File: src/rtl/alu_drv_pkg.sv
// Shared definitions for the ALU issue driver: operation enum, MIPS field constants, encoder.
// Latency: n/a (types and a pure function only).
// Backpressure: n/a.
package alu_drv_pkg;

  // Abstract operation select, in the order the issue logic numbers them.
  typedef enum logic [4:0] {
    OP_ADD   = 5'd0,  OP_ADDU  = 5'd1,  OP_SUB   = 5'd2,  OP_SUBU  = 5'd3,
    OP_AND   = 5'd4,  OP_OR    = 5'd5,  OP_XOR   = 5'd6,  OP_NOR   = 5'd7,
    OP_SLT   = 5'd8,  OP_SLTU  = 5'd9,  OP_SLL   = 5'd10, OP_SRL   = 5'd11,
    OP_SRA   = 5'd12, OP_SLLV  = 5'd13, OP_SRLV  = 5'd14, OP_SRAV  = 5'd15,
    OP_ADDI  = 5'd16, OP_ADDIU = 5'd17, OP_SLTI  = 5'd18, OP_SLTIU = 5'd19,
    OP_ANDI  = 5'd20, OP_ORI   = 5'd21, OP_XORI  = 5'd22, OP_BEQ   = 5'd23,
    OP_BNE   = 5'd24, OP_LW    = 5'd25, OP_SW    = 5'd26
  } alu_op_e;

  // R-type opcode and function codes
  localparam logic [5:0] OPC_RTYPE = 6'h00;
  localparam logic [5:0] FN_ADD  = 6'h20, FN_ADDU = 6'h21, FN_SUB  = 6'h22, FN_SUBU = 6'h23;
  localparam logic [5:0] FN_AND  = 6'h24, FN_OR   = 6'h25, FN_XOR  = 6'h26, FN_NOR  = 6'h27;
  localparam logic [5:0] FN_SLT  = 6'h2A, FN_SLTU = 6'h2B;
  localparam logic [5:0] FN_SLL  = 6'h00, FN_SRL  = 6'h02, FN_SRA  = 6'h03;
  localparam logic [5:0] FN_SLLV = 6'h04, FN_SRLV = 6'h06, FN_SRAV = 6'h07;

  // I-type opcodes
  localparam logic [5:0] OPC_ADDI = 6'h08, OPC_ADDIU = 6'h09, OPC_SLTI = 6'h0A, OPC_SLTIU = 6'h0B;
  localparam logic [5:0] OPC_ANDI = 6'h0C, OPC_ORI   = 6'h0D, OPC_XORI = 6'h0E;
  localparam logic [5:0] OPC_BEQ  = 6'h04, OPC_BNE   = 6'h05, OPC_LW   = 6'h23, OPC_SW    = 6'h2B;

  // Register fields are fixed: operands always arrive via regA/regB, not a register file.
  localparam logic [4:0] RS_FIELD = 5'd0;
  localparam logic [4:0] RT_FIELD = 5'd1;
  localparam logic [4:0] RD_FIELD = 5'd2;

  // Build the instruction word. Unknown op codes yield 0 (sll $0,$0,0 == nop).
  function automatic logic [31:0] encode_instr(input logic [4:0] op,
                                               input logic [4:0] shamt,
                                               input logic [15:0] imm);
    logic [5:0]  fn;
    logic [5:0]  opc;
    logic        rtype;
    logic        legal;
    logic [4:0]  sh;
    logic [31:0] word;
    fn    = 6'h00;
    opc   = 6'h00;
    rtype = 1'b1;
    legal = 1'b1;
    sh    = 5'd0;
    case (alu_op_e'(op))
      OP_ADD:   fn = FN_ADD;
      OP_ADDU:  fn = FN_ADDU;
      OP_SUB:   fn = FN_SUB;
      OP_SUBU:  fn = FN_SUBU;
      OP_AND:   fn = FN_AND;
      OP_OR:    fn = FN_OR;
      OP_XOR:   fn = FN_XOR;
      OP_NOR:   fn = FN_NOR;
      OP_SLT:   fn = FN_SLT;
      OP_SLTU:  fn = FN_SLTU;
      OP_SLL:   begin fn = FN_SLL; sh = shamt; end
      OP_SRL:   begin fn = FN_SRL; sh = shamt; end
      OP_SRA:   begin fn = FN_SRA; sh = shamt; end
      OP_SLLV:  fn = FN_SLLV;
      OP_SRLV:  fn = FN_SRLV;
      OP_SRAV:  fn = FN_SRAV;
      OP_ADDI:  begin rtype = 1'b0; opc = OPC_ADDI;  end
      OP_ADDIU: begin rtype = 1'b0; opc = OPC_ADDIU; end
      OP_SLTI:  begin rtype = 1'b0; opc = OPC_SLTI;  end
      OP_SLTIU: begin rtype = 1'b0; opc = OPC_SLTIU; end
      OP_ANDI:  begin rtype = 1'b0; opc = OPC_ANDI;  end
      OP_ORI:   begin rtype = 1'b0; opc = OPC_ORI;   end
      OP_XORI:  begin rtype = 1'b0; opc = OPC_XORI;  end
      OP_BEQ:   begin rtype = 1'b0; opc = OPC_BEQ;   end
      OP_BNE:   begin rtype = 1'b0; opc = OPC_BNE;   end
      OP_LW:    begin rtype = 1'b0; opc = OPC_LW;    end
      OP_SW:    begin rtype = 1'b0; opc = OPC_SW;    end
      default:  legal = 1'b0;
    endcase
    if (!legal)
      word = 32'h0000_0000;
    else if (rtype)
      word = {OPC_RTYPE, RS_FIELD, RT_FIELD, RD_FIELD, sh, fn};
    else
      word = {opc, RS_FIELD, RT_FIELD, imm};
    return word;
  endfunction

endpackage

File: src/rtl/alu_issue_driver_encoder.sv
// Combinational MIPS instruction encoder wrapping alu_drv_pkg::encode_instr.
// Latency: 0 cycles (pure combinational).
// Backpressure: none; output follows inputs.
// Ports: op/shamt/imm in, instr out (32-bit instruction word).
module alu_instr_encoder
  import alu_drv_pkg::*;
(
  input  logic [4:0]  op,
  input  logic [4:0]  shamt,
  input  logic [15:0] imm,
  output logic [31:0] instr
);

  assign instr = encode_instr(op, shamt, imm);

endmodule

File: src/rtl/alu_issue_driver.sv
// Encodes op requests into MIPS words, holds them on the ALU, captures result+flags as a response.
// Latency: accept at edge N, capture/resp_valid at edge N+SETTLE; back-to-back spacing SETTLE+2.
// Backpressure: req_ready low from accept until the response handshakes; resp_* held while resp_ready=0.
// Ports: clk/reset (sync, active-high); req_valid/req_ready/req_op/req_a/req_b/req_shamt/req_imm;
//        alu_instr/alu_rega/alu_regb to ALU, alu_result/alu_flags from ALU;
//        resp_valid/resp_ready/resp_result/resp_flags/resp_instr/resp_err.
// Option: define ALU_DRV_CHECK_EN to return illegal ops (req_op >= NOPS) as resp_err without issuing.
module alu_issue_driver #(
  parameter int unsigned SETTLE = 1,
  parameter int unsigned NOPS   = 27
) (
  input  logic        clk,
  input  logic        reset,
  input  logic        req_valid,
  output logic        req_ready,
  input  logic [4:0]  req_op,
  input  logic [31:0] req_a,
  input  logic [31:0] req_b,
  input  logic [4:0]  req_shamt,
  input  logic [15:0] req_imm,
  output logic [31:0] alu_instr,
  output logic [31:0] alu_rega,
  output logic [31:0] alu_regb,
  input  logic [31:0] alu_result,
  input  logic [2:0]  alu_flags,
  output logic        resp_valid,
  input  logic        resp_ready,
  output logic [31:0] resp_result,
  output logic [2:0]  resp_flags,
  output logic [31:0] resp_instr,
  output logic        resp_err
);

  localparam logic [1:0] IDLE = 2'd0;
  localparam logic [1:0] HOLD = 2'd1;
  localparam logic [1:0] RESP = 2'd2;

  logic [1:0]  state;
  logic [3:0]  cnt;
  logic        ready_q;
  logic [31:0] enc_instr;
  logic [31:0] issue_instr;
  logic        op_illegal;
  logic        accept;

  alu_instr_encoder u_enc (
    .op    (req_op),
    .shamt (req_shamt),
    .imm   (req_imm),
    .instr (enc_instr)
  );

  // NOPS may be configured below the enum size; anything at or above it is a nop.
  assign op_illegal  = ({27'd0, req_op} >= NOPS);
  assign issue_instr = op_illegal ? 32'h0000_0000 : enc_instr;

  // ready is registered so it reads 0 in the cycle right after a reset edge.
  assign req_ready  = ready_q;
  assign accept     = req_valid & ready_q;
  assign resp_valid = (state == RESP);

`ifdef ALU_DRV_CHECK_EN
  logic err_q;
  assign resp_err = err_q;
`else
  assign resp_err = 1'b0;
`endif

  always_ff @(posedge clk) begin
    if (reset) begin
      state       <= IDLE;
      cnt         <= 4'd0;
      ready_q     <= 1'b0;
      alu_instr   <= 32'h0;
      alu_rega    <= 32'h0;
      alu_regb    <= 32'h0;
      resp_result <= 32'h0;
      resp_flags  <= 3'h0;
      resp_instr  <= 32'h0;
`ifdef ALU_DRV_CHECK_EN
      err_q       <= 1'b0;
`endif
    end else begin
      case (state)
        IDLE: begin
          if (accept) begin
            ready_q <= 1'b0;
`ifdef ALU_DRV_CHECK_EN
            if (op_illegal) begin
              // Rejected op: ALU inputs untouched, answer straight away.
              state       <= RESP;
              resp_result <= 32'h0;
              resp_flags  <= 3'h0;
              resp_instr  <= 32'h0;
              err_q       <= 1'b1;
            end else
`endif
            begin
              alu_instr <= issue_instr;
              alu_rega  <= req_a;
              alu_regb  <= req_b;
              cnt       <= 4'(SETTLE - 1);
              state     <= HOLD;
            end
          end else begin
            ready_q <= 1'b1;
          end
        end
        HOLD: begin
          if (cnt == 4'd0) begin
            resp_result <= alu_result;
            resp_flags  <= alu_flags;
            resp_instr  <= alu_instr;
`ifdef ALU_DRV_CHECK_EN
            err_q       <= 1'b0;
`endif
            state       <= RESP;
          end else begin
            cnt <= cnt - 4'd1;
          end
        end
        RESP: begin
          // No bypass: the next request is only taken from IDLE.
          if (resp_ready) begin
            state   <= IDLE;
            ready_q <= 1'b1;
          end
        end
        default: state <= IDLE;
      endcase
    end
  end

endmodule

File: config.mk
export PLATFORM = sky130hd
export DESIGN_NAME = alu_issue_driver
export DESIGN_NICKNAME = d
export VERILOG_FILES = /design/src/rtl/alu_drv_pkg.sv /design/src/rtl/alu_issue_driver_encoder.sv /design/src/rtl/alu_issue_driver.sv
export SDC_FILE = /design/constraint.sdc
export NUM_CORES = 1
export LEC_CHECK = 0
export CAP_MARGIN = 20
export CORE_UTILIZATION = 30
export CTS_CLUSTER_SIZE = 8
export DETAILED_ROUTE_END_ITERATION = 8
export MAX_ROUTING_LAYER = met4
export PLACE_DENSITY_LB_ADDON = 0.2
export SLEW_MARGIN = 10
export SYNTH_ARGS = -nofsm -noshare
export SYNTH_HDL_FRONTEND = slang
export SYNTH_SLANG_ARGS = --single-unit
File: constraint.sdc
create_clock -name clk -period 1.91 [get_ports clk]
set_clock_uncertainty 0.15 [all_clocks]
set_input_delay 0.2865 -clock clk [delete_from_list [all_inputs] [get_ports clk]]
set_output_delay 0.2865 -clock clk [all_outputs]
set_load 0.02 [all_outputs]
==> qor.txt <==
Routability cong. - 0.7617
Die ar. - 20050 um2
Fin. max-slew vios - 0
Area added between synthesis and finish - 65.26%
Drt wl/cell - 14.25 um
CTS Buffer Depth - 2
First-pass GRT wire length - 28840 um
CP required - 1.47 ns
Total GRT Usage - 19.11%
Post-route cell area - 9661 um2
RSZ-0062 raised after global routing - false
DRT iter0 DRCs - 254
Placement Cell Area - 8992 um2
Buf/Inv on CP - 1
Largest net degree at the start of global routing - 58
Post-synthesis adder-cell area fraction - 0.2140%
Min cycle time layout - 1.858 ns
Met2 wire length - 8589 um
Total power - 8235 uW
Core Rows - 50
Yosys reg bits - 150
Avg Inst Size Synth - 7.743 um2
Area leader, netlist - dfxtp_1
Synth top area share - 51.37%
Vias in the first global route - 5372
Count leader, synth - nand2_1
Drt first pass iters - 4
TritonCTS Buffers - 17
Startpoint Class - flip-flop
GRT Residual Overflow - 0
Synth cell count leaders - nand2_1, a21oi_1, dfxtp_1
Status - finished, final reports clean
Post-Route Utilization - 51.13%
Worst vdd ir - 611.0 uV
Critical-path top delay cell - clkdlybuf4s50_1
Yosys warns - 0
Detail Placement HPWL - 13210 um
Max Clk Rate - 538.1 MHz
Initial antenna violation count - 0
Starting Density - 30.94%
Port bufs - 273
Critical path arrival - 1.42 ns
Cell Pwr Density - 852.4 nW/um2
Met3 wire length - 1205 um
Final cell count without fillers - 1300
Number of vias per cell - 4.448
Sink Count - 150
Largest family of logic cells by synthesized area - simple AND/OR/NAND/NOR gates
Post-synthesis mux area share - 0.3425%
Placed Cells incl. Taps - 1268
Worst hold slack - 0.1712 ns
Post-Synthesis Cells - 755
Flop2flop setup slack - 0.26 ns
Antenna Diode Count - 0
Max-cap violations - 0
Synth Area in Simple Gates - 22.71%
Fin crit share - 97.29%
Post-Route WL - 18530 um
Setup Viol. Count Final - 0
CTS tree - built
Layout cells sized above 1 - 7.885%
CP Capture Type - output port
Hold Vio Cnt, Final - 0
Worst-path cell chain - clkdlybuf4s50_1
WS Path Type - reg2out
Synth async-reset ratio - 0%
DR DRC count - 0
Xor/xnor share of the synthesized area - 0.5993%
Worst skew pair latency - 0.41 ns
Met1 Wirelength - 8501 um
CTS root buf - clkbuf_16
Post-synth EDFFs - 0
Top post-synthesis cells by area - dfxtp_1, nand2_1, a21oi_1, buf_4, clkbuf_1
Io pins - 295
Hold WC Path Type - in2reg
Synth Area in Compound Gates - 17.08%
Crit path max fanout - 3
Leak - 0.003561 uW
Post-DRT Antenna Nets - 0
Area of the core - 18890 um2
Seq/Total Area, Yosys - 51.37%
Kind of cell adding the most delay to the critical path - buffers and inverters
Vias - 5782
Worst path max stage delay - 0.64 ns
H-tree depth - 4
Synth Cell Area - 5846 um2
Top FF cell, synth - dfxtp_1
Top layer in use - met4
DIE HEIGHT - 141.6 um
Chip width - 141.6 um
Worst-path clk slew - 0.06 ns
NumNets Final - 1157
Number of distinct library cells after synthesis - 44
==> state kept, by name, indices dropped and copies added (netlist names) <==
register / cells
cnt: 4
state: 2
req_ready: 1
resp_instr: 22
alu_regb: 32
resp_flags: 3
alu_instr: 22
resp_result: 32
alu_rega: 32
==> stage by stage <==
step | setup slack, ns | setup TNS [ns]
5_1_grt | 0.0003625 | 0
4_1_cts | 0.001199 | 0
2_1_floorplan | 0.3023 | 0
3_5_place_dp | -0.1008 | -0.3648
3_3_place_gp | -0.06298 | -0.09362
6_report | 0.05167 | 0
==> placed cells by master (no fill, tap or decap), types with 2 or more instances in the layout <==
master / instances
nand3b_1: 6
nor4_1: 2
o21ai_0: 8
buf_4: 32
nor2b_1: 5
dfxtp_1: 150
o221ai_1: 2
a21o_1: 2
buf_12: 9
inv_6: 2
nand2b_1: 2
bufinv_16: 4
o21a_1: 2
dlymetal6s2s_1: 7
clkdlybuf4s50_1: 260
mux2i_1: 2
nand3_1: 10
clkbuf_16: 17
o211ai_1: 5
nand2_1: 273
nor2_1: 8
a21oi_1: 159
clkbuf_8: 4
conb_1: 21
dlygate4sd2_1: 5
clkinvlp_4: 2
xor2_1: 3
inv_1: 6
nor3_1: 5
==> report_power, final <==
group	internal [uW]	leakage, uW	switching (uW)
Clock	2340	0.000313	1330
Sequential	3250	0.00122	67.2
Combinational	625	0.00203	627
==> routing by layer <==
layer  global-route usage (%)  up-vias
li1                         -     2975
met1                    24.27     2602
met2                    29.38      187
met3                    5.231       18
met4                    6.055        0
met5                        -        -
==> cell families after synthesis <==
family / Yosys count
buf+inv: 86
flops: 150
xor+xnor: 4
fa+ha+maj: 1
other cells: 1
simple gates: 323
compound gates: 188
mux: 2
==> final timing paths <==
kind	start	depth (start not counted)	end
setup / recovery	alu_instr[4]	1	alu_instr[4]
hold / removal	reset	2	resp_result[19]
setup reg to reg	state[1]	5	resp_instr[0]
hold reg to reg	resp_result[18]	2	resp_result[18]
==> timing repair <==
action,4_1_cts,5_1_grt
endpoints found under the setup margin,5,8
hold endpoints to repair,0,0
resized for setup,5,9
buffers inserted,0,0
hold buffers,0,0
==> area by class of cell <==
class	instances	area (um2)
clock buffer	22	484.2
clock inverter	10	166.4
fill	1852	9233
inverter	6	22.52
multi-input combinational	539	2505
sequential	150	3003
tap	260	325.3
timing repair buffer	313	3154
No activity file was read; power rests on OpenSTA's default activity.
